$ cat config.mk
export PLATFORM = sky130hd
export DESIGN_NAME = mips_multicycle_ctrl
export DESIGN_NICKNAME = d
export VERILOG_FILES = /design/src/rtl/mips_multicycle_ctrl.sv
export SDC_FILE = /design/constraint.sdc
export NUM_CORES = 1
export LEC_CHECK = 0
export CORE_MARGIN = 5
export CORE_UTILIZATION = 40
export DETAILED_ROUTE_END_ITERATION = 7
export HOLD_SLACK_MARGIN = 0.15
export PLACE_DENSITY = 0.81
export REMOVE_ABC_BUFFERS = 1
export SLEW_MARGIN = 20
export SYNTH_ARGS = -nofsm -noshare
export SYNTH_HDL_FRONTEND = slang
export SYNTH_SLANG_ARGS = --single-unit
$ cat constraint.sdc
create_clock -name clk -period 3.24 [get_ports clk]
set_input_delay 0.648 -clock clk [delete_from_list [all_inputs] [get_ports clk]]
set_output_delay 0.648 -clock clk [all_outputs]
set_load 0.02 [all_outputs]
$ cat src/rtl/mips_multicycle_ctrl.sv
// Multi-cycle MIPS main control FSM: FETCH/DECODE/EXEC/MEM/WB, one instruction in flight.
// Optional CTRL_PERF_EN adds free-running cycle_count and retired instr_count outputs.
module mips_multicycle_ctrl #(
  parameter int ALUOP_W = 8,
  parameter int OPC_W   = 6
) (
  input  logic               clk,
  input  logic               reset,
  input  logic [31:0]        instr,
  input  logic               zero,
  input  logic               mem_ready,
  output logic               pc_en,
  output logic               branch_taken,
  output logic               jump_taken,
  output logic [ALUOP_W-1:0] alu_op,
  output logic               alu_src,
  output logic               mem_read,
  output logic               mem_write,
  output logic               reg_wren,
  output logic               reg_dst,
  output logic               mem_to_reg,
  output logic               illegal,
  output logic               busy,
`ifdef CTRL_PERF_EN
  output logic [31:0]        cycle_count,
  output logic [31:0]        instr_count,
`endif
  output logic [2:0]         state_dbg
);

  typedef enum logic [2:0] {
    S_FETCH  = 3'd0,
    S_DECODE = 3'd1,
    S_EXEC   = 3'd2,
    S_MEM    = 3'd3,
    S_WB     = 3'd4
  } state_t;

  typedef enum logic [2:0] {
    C_NONE  = 3'd0,
    C_RTYPE = 3'd1,
    C_ADDI  = 3'd2,
    C_LW    = 3'd3,
    C_SW    = 3'd4,
    C_BEQ   = 3'd5,
    C_J     = 3'd6
  } iclass_t;

  localparam logic [OPC_W-1:0] OPC_RTYPE = 6'h00;
  localparam logic [OPC_W-1:0] OPC_ADDI  = 6'h08;
  localparam logic [OPC_W-1:0] OPC_LW    = 6'h23;
  localparam logic [OPC_W-1:0] OPC_SW    = 6'h2B;
  localparam logic [OPC_W-1:0] OPC_BEQ   = 6'h04;
  localparam logic [OPC_W-1:0] OPC_J     = 6'h02;

  localparam logic [OPC_W-1:0] FN_ADD = 6'h20;
  localparam logic [OPC_W-1:0] FN_SUB = 6'h22;
  localparam logic [OPC_W-1:0] FN_AND = 6'h24;
  localparam logic [OPC_W-1:0] FN_OR  = 6'h25;
  localparam logic [OPC_W-1:0] FN_XOR = 6'h26;

  localparam logic [2:0] OP_ADD = 3'b000;
  localparam logic [2:0] OP_SUB = 3'b001;
  localparam logic [2:0] OP_AND = 3'b010;
  localparam logic [2:0] OP_OR  = 3'b011;
  localparam logic [2:0] OP_XOR = 3'b101;

  state_t           state, next_state;
  logic [OPC_W-1:0] opc_q, funct_q;
  iclass_t          iclass;
  logic [2:0]       rtype_op;
  logic             rtype_ok;
  logic [2:0]       op3;

  assign state_dbg = state;

  always_ff @(posedge clk) begin
    if (reset) begin
      state   <= S_FETCH;
      opc_q   <= '0;
      funct_q <= '0;
    end else begin
      state <= next_state;
      if (state == S_FETCH) begin
        opc_q   <= instr[31:26];
        funct_q <= instr[5:0];
      end
    end
  end

  always_comb begin
    rtype_op = OP_ADD;
    rtype_ok = 1'b1;
    case (funct_q)
      FN_ADD:  rtype_op = OP_ADD;
      FN_SUB:  rtype_op = OP_SUB;
      FN_AND:  rtype_op = OP_AND;
      FN_OR:   rtype_op = OP_OR;
      FN_XOR:  rtype_op = OP_XOR;
      default: rtype_ok = 1'b0;
    endcase
  end

  always_comb begin
    iclass = C_NONE;
    case (opc_q)
      OPC_RTYPE: iclass = rtype_ok ? C_RTYPE : C_NONE;
      OPC_ADDI:  iclass = C_ADDI;
      OPC_LW:    iclass = C_LW;
      OPC_SW:    iclass = C_SW;
      OPC_BEQ:   iclass = C_BEQ;
      OPC_J:     iclass = C_J;
      default:   iclass = C_NONE;
    endcase
  end

  always_comb begin
    next_state   = state;
    pc_en        = 1'b0;
    branch_taken = 1'b0;
    jump_taken   = 1'b0;
    op3          = OP_ADD;
    alu_src      = 1'b0;
    mem_read     = 1'b0;
    mem_write    = 1'b0;
    reg_wren     = 1'b0;
    reg_dst      = 1'b0;
    mem_to_reg   = 1'b0;
    illegal      = 1'b0;
    busy         = (state != S_FETCH);
    case (state)
      S_FETCH: begin
        pc_en      = 1'b1;
        next_state = S_DECODE;
      end
      S_DECODE: begin
        if (iclass == C_NONE) begin
          illegal    = 1'b1;
          next_state = S_FETCH;
        end else begin
          next_state = S_EXEC;
        end
      end
      S_EXEC: begin
        case (iclass)
          C_RTYPE: begin
            op3        = rtype_op;
            next_state = S_WB;
          end
          C_ADDI: begin
            alu_src    = 1'b1;
            next_state = S_WB;
          end
          C_LW, C_SW: begin
            alu_src    = 1'b1;
            next_state = S_MEM;
          end
          C_BEQ: begin
            op3          = OP_SUB;
            branch_taken = zero;
            next_state   = S_FETCH;
          end
          default: begin
            jump_taken = (iclass == C_J);
            next_state = S_FETCH;
          end
        endcase
      end
      S_MEM: begin
        alu_src   = 1'b1;
        mem_read  = (iclass == C_LW);
        mem_write = (iclass == C_SW);
        if (mem_ready) next_state = (iclass == C_LW) ? S_WB : S_FETCH;
      end
      S_WB: begin
        // ALU controls stay steady so an unregistered ALU result remains valid at writeback
        op3        = (iclass == C_RTYPE) ? rtype_op : OP_ADD;
        alu_src    = (iclass != C_RTYPE);
        reg_wren   = 1'b1;
        reg_dst    = (iclass == C_RTYPE);
        mem_to_reg = (iclass == C_LW);
        next_state = S_FETCH;
      end
      default: next_state = S_FETCH;
    endcase
    // Reset forces every control output quiet, even before the state register settles
    if (reset) begin
      pc_en        = 1'b0;
      branch_taken = 1'b0;
      jump_taken   = 1'b0;
      op3          = OP_ADD;
      alu_src      = 1'b0;
      mem_read     = 1'b0;
      mem_write    = 1'b0;
      reg_wren     = 1'b0;
      reg_dst      = 1'b0;
      mem_to_reg   = 1'b0;
      illegal      = 1'b0;
      busy         = 1'b0;
    end
  end

  assign alu_op = {{(ALUOP_W-3){1'b0}}, op3};

`ifdef CTRL_PERF_EN
  logic retire;
  assign retire = (next_state == S_FETCH) && (state != S_FETCH) && (state != S_DECODE);

  always_ff @(posedge clk) begin
    if (reset) begin
      cycle_count <= '0;
      instr_count <= '0;
    end else begin
      cycle_count <= cycle_count + 32'd1;
      if (retire) instr_count <= instr_count + 32'd1;
    end
  end
`endif

endmodule

# Yosys cells after proc, flatten, opt, wreduce, memory -nomap -nowiden

Index checks and enable logic that the tools add are counted.

Register bits: 15
Input port bits: 36
Output and inout bits: 22

Equal/unequal tests: 22
Mux-type cells: 38
Reductions and logical operators: 9

Operator list:

| cell                                                 | number |
|---|---|
| equality test 6 bit (second input constant)          | 7 |
| two-way mux 1 bit                                    | 26 |
| case mux 3 bit (4 select lines)                      | 2 |
| case mux 3 bit (2 select lines)                      | 3 |
| case mux 3 bit (6 select lines)                      | 1 |
| equality test 3 x 2 -> 1 bit (second input constant) | 4 |
| equality test 3 bit (second input constant)          | 4 |
| two-way mux 3 bit                                    | 4 |
| OR reduction 5 bit                                   | 2 |
| equality test 3 x 1 -> 1 bit (second input constant) | 2 |
| equality test 6 x 2 -> 1 bit (second input constant) | 1 |
| equality test 6 x 3 -> 1 bit (second input constant) | 1 |
| equality test 6 x 4 -> 1 bit (second input constant) | 1 |
| zero test 3 bit                                      | 2 |
| zero test 6 bit                                      | 1 |
| OR reduction 2 bit                                   | 2 |
| != test 3 x 1 -> 1 bit (second input constant)       | 1 |
| case mux 1 bit (3 select lines)                      | 1 |
| nonzero test 3 bit                                   | 1 |
| OR reduction 3 bit                                   | 1 |
| two-way mux 2 bit                                    | 1 |
| != test 2 bit (second input constant)                | 1 |

# Depth between registers and ports, before layout

Gate-level depths: netlist (run 1).

Depth in word-level cells: 10
Gate-level depth with buffers: 5
Gate-level depth less buffers: 4

# Worst setup path before layout (run 1)

OpenSTA, ideal clock, no wires.

Kind: input-to-output
Start point: input reset
End point: output alu_op[1]
Data arrival time: 2.370 ns
Setup slack: 0.222 ns
Stages: 3
Path buffers: 1
Path through: or4b_1 -> clkbuf_1 -> a2111oi_0

Word-level cells in the longest chain between the ends: 1

Ends and longest elaborated chain:

| what              | RTL line | RTL |
|---|---|---|
| start, declared   | 8        | `input logic reset,` |
| two-way mux 3 bit | 187      | `if (reset) begin` |
| end, declared     | 15       | `output logic [ALUOP_W-1:0] alu_op,` |

Every way passes these cells.

# Worst setup path in the final report (run 1)

Start point: input reset
End point: output mem_to_reg

Word-level cells in the longest chain between the ends: 1

Ends and longest elaborated chain:

| what              | RTL line | RTL |
|---|---|---|
| two-way mux 1 bit | 187      |  |
| end, declared     | 21       | `output logic mem_to_reg,` |

Every way passes these cells.

==> results of run 1 <==
[final cells by class]
| type | count | area (um2) |
|---|---|---|
| clock buffers | 3 | 22.5 |
| clock inverters | 1 | 5.00 |
| fillers | 223 | 1020 |
| inverters | 2 | 7.51 |
| multi-input cells | 86 | 621 |
| flip-flops and latches | 15 | 300 |
| well taps | 30 | 37.5 |
| repair buffers | 42 | 399 |
[routing by layer]
| metal | vias to the layer above | track usage (%) | wire length (um) |
|---|---|---|---|
| met5 | - | 0 | 0 |
| met1 | 445 | 19.0 | 1110 |
| met2 | 23 | 23.0 | 1110 |
| met4 | 0 | 5.70 | 15 |
| li1 | 499 | - | - |
| met3 | 2 | 1.73 | 128 |
[worst max-delay path: stages]
cell and delay, ns:
clkdlybuf4s50_1 0.41, or4b_1 0.56, buf_4 0.19, nor2_1 0.09
clkdlybuf4s50_1 0.61
[repair_timing]
action | in CTS | in global routing
setup endpoints to repair | 5 | 4
resized for setup | 7 | 4
hold endpoints to repair | 0 | 0
[where the power goes]
part	total (mW)	internal [mW]	switching, mW
Clock	0.106	0.0458	0.0604
Sequential	0.232	0.205	0.0276
Combinational	0.175	0.0901	0.0848
[worst paths after layout]
path | start | end | cells past startpoint
min reg2reg | funct_q[5] | funct_q[5] | 1
min | funct_q[5] | funct_q[5] | 1
max | reset | mem_to_reg | 5
max reg2reg | opc_q[5] | state_dbg[1] | 4
[registers in the layout (all words and copies together), names as in the netlist]
signal / flops
opc_q: 6
state_dbg: 3
funct_q: 6
[cell families after synthesis]
logic type / after synthesis / share of synthesized area (%)
AO/OA/AOI/OAI: 30 / 25.5
XOR/XNOR: 2 / 1.77
buffers and inverters: 18 / 9.63
flip-flops: 15 / 30.4
other: 1 / 0.380
AND/OR/NAND/NOR: 49 / 32.3
[layout by cell type (no fill, tap or decap), drive strengths merged, types with 2 or more instances in the layout]
cell type | synthesis | final
nor4 | 2 | 2
dlygate4sd2 | 0 | 5
inv | 2 | 2
nor3 | 4 | 4
buf | 7 | 10
clkbuf | 9 | 3
nor2b | 3 | 3
a2111oi | 2 | 2
and3 | 3 | 3
nand2b | 3 | 3
o211ai | 2 | 2
nand2 | 5 | 5
nor2 | 7 | 7
o21ai | 2 | 2
clkdlybuf4s50 | 0 | 23
a22o | 13 | 13
nor4b | 5 | 5
nand3 | 3 | 3
nand3b | 2 | 2
dfxtp | 15 | 15
conb | 1 | 5
dlymetal6s2s | 0 | 4
a21oi | 2 | 2
[stage by stage]
step,util (%),setup TNS (ns)
2_1_floorplan,-,0
3_3_place_gp,56.2,-0.551
3_5_place_dp,56.2,-0.676
4_1_cts,57.4,0
5_1_grt,57.8,0
6_report,57.8,0
==> impl_results.md, run 1 <==
- Mean Syn Cell Area: approximately 8.6 um2
- Final Power: roughly 0.51 mW
- FFs w/ async S/R, synth: 0%
- Total GRT Usage: about 14%
- Period utilization: between 90% and 100%
- Cts-stage hold buffer count: 0
- Type of the most critical hold path: reg2reg
- Share of cells above drive strength 1: a little over an eighth
- Vias in the first global route: a little under 900
- PD cells: ~370 nW/um2
- Drt first pass iters: 4
- Seq/Total Area, Yosys: a little under a third
- Initial DRC count: 36
- Die area: 3560 um2
- Max VDD drop: slightly below 0.3 mV
- TritonCTS clock tree: yes
- DP HPWL: about 1.9 mm
- Antenna fix cells: 0
- DIE HEIGHT: around 60 um
- Initial antenna violation count: 0
- Worst endpoint data arrival time: approximately 2.5 ns
- Synth Flop Type: dfxtp_1
- Sinks on Clock Net: 15
- Fmax: ~320 MHz
- Clk slew on worst S/H paths: approximately 0.090 ns
- Most common cell in the netlist: dfxtp_1
- DP Area: around 1400 um2
- Final Cell Area: roughly 1400 um2
- Final hold vios: 0
- Crit-path max FO: 4
- Final setup violation count: 0
- Die width: around 60 um
- Clk Latency, worst-skew pair: 0.28 ns
- Deepest clock path buffer count: 2
- Buffers added on ports: 32
- Post-route antenna net violation count: 0
- Synth Register Bits: 15
- Leakage: ~0.63 nW
- Largest net degree at the start of global routing: 14
- Starting Density: 41.0%
- Worst R2R Setup Slack: about 1.6 ns
- Routed len/inst: 13.2 um
- I/O pins: 58
- Post-synth EDFFs: 0
- Synth Warn #: 0
- Unique masters post-synth: 47
- Startpoint type of the worst setup path: input pin
- First-pass GRT wire length: between 3 and 4 mm
- Tmin final: about 3.2 ns
- Final Non-Filler Cells: 179
- Top cells by count, synth: dfxtp_1, a22o_1, clkbuf_1
- Status: completed
- Final setup margin: between 0.07 and 0.08 ns
- Post-Syn Area: 987 um2
- Critical path type: in2out
- Via-per-instance ratio: between 5 and 6
- DRT Wirelength: 2.36 mm
- # DRC: 0
- RSZ-0062 raised after global routing: no
- DP Worst Slack: -0.234 ns
- Core Box Area: 2410 um2
- Hold WS: approximately 0.48 ns
- GRT overflow: 0
- DP Cell Count: around 180
- Setup bufs post-CTS: 0
- CTS H-tree lvls: 1
- CTS buffer count: 3
- Synth area leaders: dfxtp_1, a22o_1, nor4b_1
- CP required: about 2.6 ns
- Vias post-DR: roughly 970
- Rows: 18
- CP endpoint kind: output pin
- Synth area leader: dfxtp_1
- Area Overhead vs Synth: 41.1%
- Max Clock Skew: roughly 0.0049 ns
- Root Driver: clkbuf_4
- Slew Limit Fails: 0
- Post-layout net count: around 190
- Mapped Cells: between 100 and 150
- Synth top area share: 30.4%
- Routability cong.: 0.858
- MaxCap Viol Count: 0
Power figures use the tool's default switching activity.
==> run 2: changes to the inputs <==
--- a/config.mk
+++ b/config.mk
@@ -8,7 +8,8 @@
 export CORE_MARGIN = 5
 export CORE_UTILIZATION = 40
 export DETAILED_ROUTE_END_ITERATION = 7
-export HOLD_SLACK_MARGIN = 0.15
+export GPL_ROUTABILITY_DRIVEN = 0
+export HOLD_SLACK_MARGIN = 0.12
 export PLACE_DENSITY = 0.81
 export REMOVE_ABC_BUFFERS = 1
 export SLEW_MARGIN = 20
==> run 2 against run 1 <==
Against the previous run: non-clock buffer count stayed put; critical path depth did not move; flip-flop and latch count unchanged; combinational power hardly changed; first-iteration DRC count decreased by 19%; final cell count stayed put; core utilization decreased by 0.26 points; via count up 3.7%; clock skew fell by 0.00084 ns; sequential power is essentially flat; largest power group unchanged.
==> impl_results.md, run 2 (synthesis results as in run 1) <==
- Reg-to-Reg Start: opc_q[5]
- GRT overflow: 0
- Status: completed
- RSZ-0062 raised after global routing: no
- Hold_sp: funct_q[5]
- Crit-path max FO: 4
- I/O pins: 58
- TritonCTS clock tree: yes
- Vias post-DR: ~1000
- Critical Path Source: reset
- Fmax: 316 MHz
- DP HPWL: about 1.9 mm
- Core Box Area: approximately 2400 um2
- Period utilization: 97.8%
- DP Worst Slack: -0.216 ns
- Worst setup path endpoint: mem_to_reg
- Initial DRC count: 29
- Total GRT Usage: approximately 15%
- Vias in the first global route: ~900
- R2r worst-path depth: 4
- Worst R2R Setup Slack: approximately 1.6 ns
- Setup TNS: 0 ns
- Worst endpoint data arrival time: between 2 and 3 ns
- Deepest clock path buffer count: 2
- Most common cell after layout, fill and taps aside: clkdlybuf4s50_1
- Final hold vios: 0
- First-pass GRT wire length: around 3.9 mm
- Final setup violation count: 0
- Die width: roughly 60 um
- Antenna fix cells: 0
- Critical path type: in2out
- Type of the most critical hold path: reg2reg
- Post-route antenna net violation count: 0
- Clk Latency, worst-skew pair: a little under 0.3 ns
- Max Clock Skew: roughly 0.0041 ns
- CTS buffer count: 3
- Root Driver: clkbuf_4
- CP required: 2.59 ns
- Routed len/inst: between 10 and 15 um
- Tmin final: approximately 3.2 ns
- Drt first pass iters: 4
- Most frequent cells in the layout: clkdlybuf4s50_1, dfxtp_1, a22o_1
- Startpoint type of the worst setup path: input pin
- CP endpoint kind: output pin
- Via-per-instance ratio: 5.61
- Max VDD drop: between 0.3 and 0.4 mV
- Area Overhead vs Synth: 40.4%
- Sinks on Clock Net: 15
- Die area: 3560 um2
- Final setup margin: a little over 0.07 ns
- R2R Path End: state_dbg[1]
- Final Power: about 0.52 mW
- DIE HEIGHT: roughly 60 um
- Initial antenna violation count: 0
- Starting Density: between 40 and 50%
- Rows: 18
- Leakage: about 0.6 nW
- Share of cells above drive strength 1: 13.4%
- Clk slew on worst S/H paths: roughly 0.090 ns
- CTS H-tree lvls: 1
- MaxCap Viol Count: 0
- DRT Wirelength: 2.35 mm
- Buffers added on ports: 32
- Final core utilization: a little under three fifths
- Slew Limit Fails: 0
- Largest net degree at the start of global routing: 14
- Setup bufs post-CTS: 0
- # DRC: 0
- Post-layout net count: ~190
- PD cells: about 370 nW/um2
run 2: cell count changes in the layout (fill, tap and decap cells not counted):
| cell | change |
|---|---|
| clkdlybuf4s50_1 | +2 |
| a2111oi_1 | -1 |
| a2111oi_0 | +1 |
| dlymetal6s2s_1 | -2 |
run 2: power by group:
part	internal, mW	switching [mW]	leakage (nW)
combinational	0.0905	0.0818	0.456
sequential	0.205	0.0305	0.124
clock	0.0460	0.0628	0.0177
total	0.341	0.175	0.597
run 2: through the flow:
stage | instances | instance area, um2 | hold WS [ns]
after detailed placement | 175 | 1350 | 0.465
after floorplan | 103 | 915 | 0.440
after global routing | 179 | 1390 | 0.515
after global placement | 175 | 1350 | 0.452
after CTS | 179 | 1380 | 0.486
final | 179 | 1390 | 0.482
run 2: what timing repair did:
item,CTS,global route
resized for setup,6,2
hold buffers,0,0
setup endpoints to repair,5,2
run 2: area by class of cell:
cell class / count / area (um2)
multi-input cells: 86 / 619
inverters: 2 / 7.51
well taps: 30 / 37.5
repair buffers: 42 / 394
flip-flops and latches: 15 / 300
fillers: 210 / 1020
clock inverters: 1 / 5.00
clock buffers: 3 / 22.5
run 2: critical path: stages:
cell and delay (ns):
clkdlybuf4s50_1 0.41, or4b_1 0.56, buf_4 0.19, nor2_1 0.09, clkdlybuf4s50_1 0.61
run 2: worst min path at each step:
stage	cells after the start	endpoint	slack [ns]
after global routing	1	funct_q[5]	0.52
after detailed placement	1	funct_q[3]	0.46
after floorplan	1	funct_q[5]	0.44
after global placement	1	funct_q[5]	0.45
final	1	funct_q[5]	0.48
after CTS	1	funct_q[3]	0.49
run 2: layer usage:
metal,up-vias,GRT usage (%),wire [um]
met5,-,0,0
met4,0,8.54,54
met3,4,3.46,159
met2,34,22.4,1140
met1,470,18.4,1000
li1,497,-,-
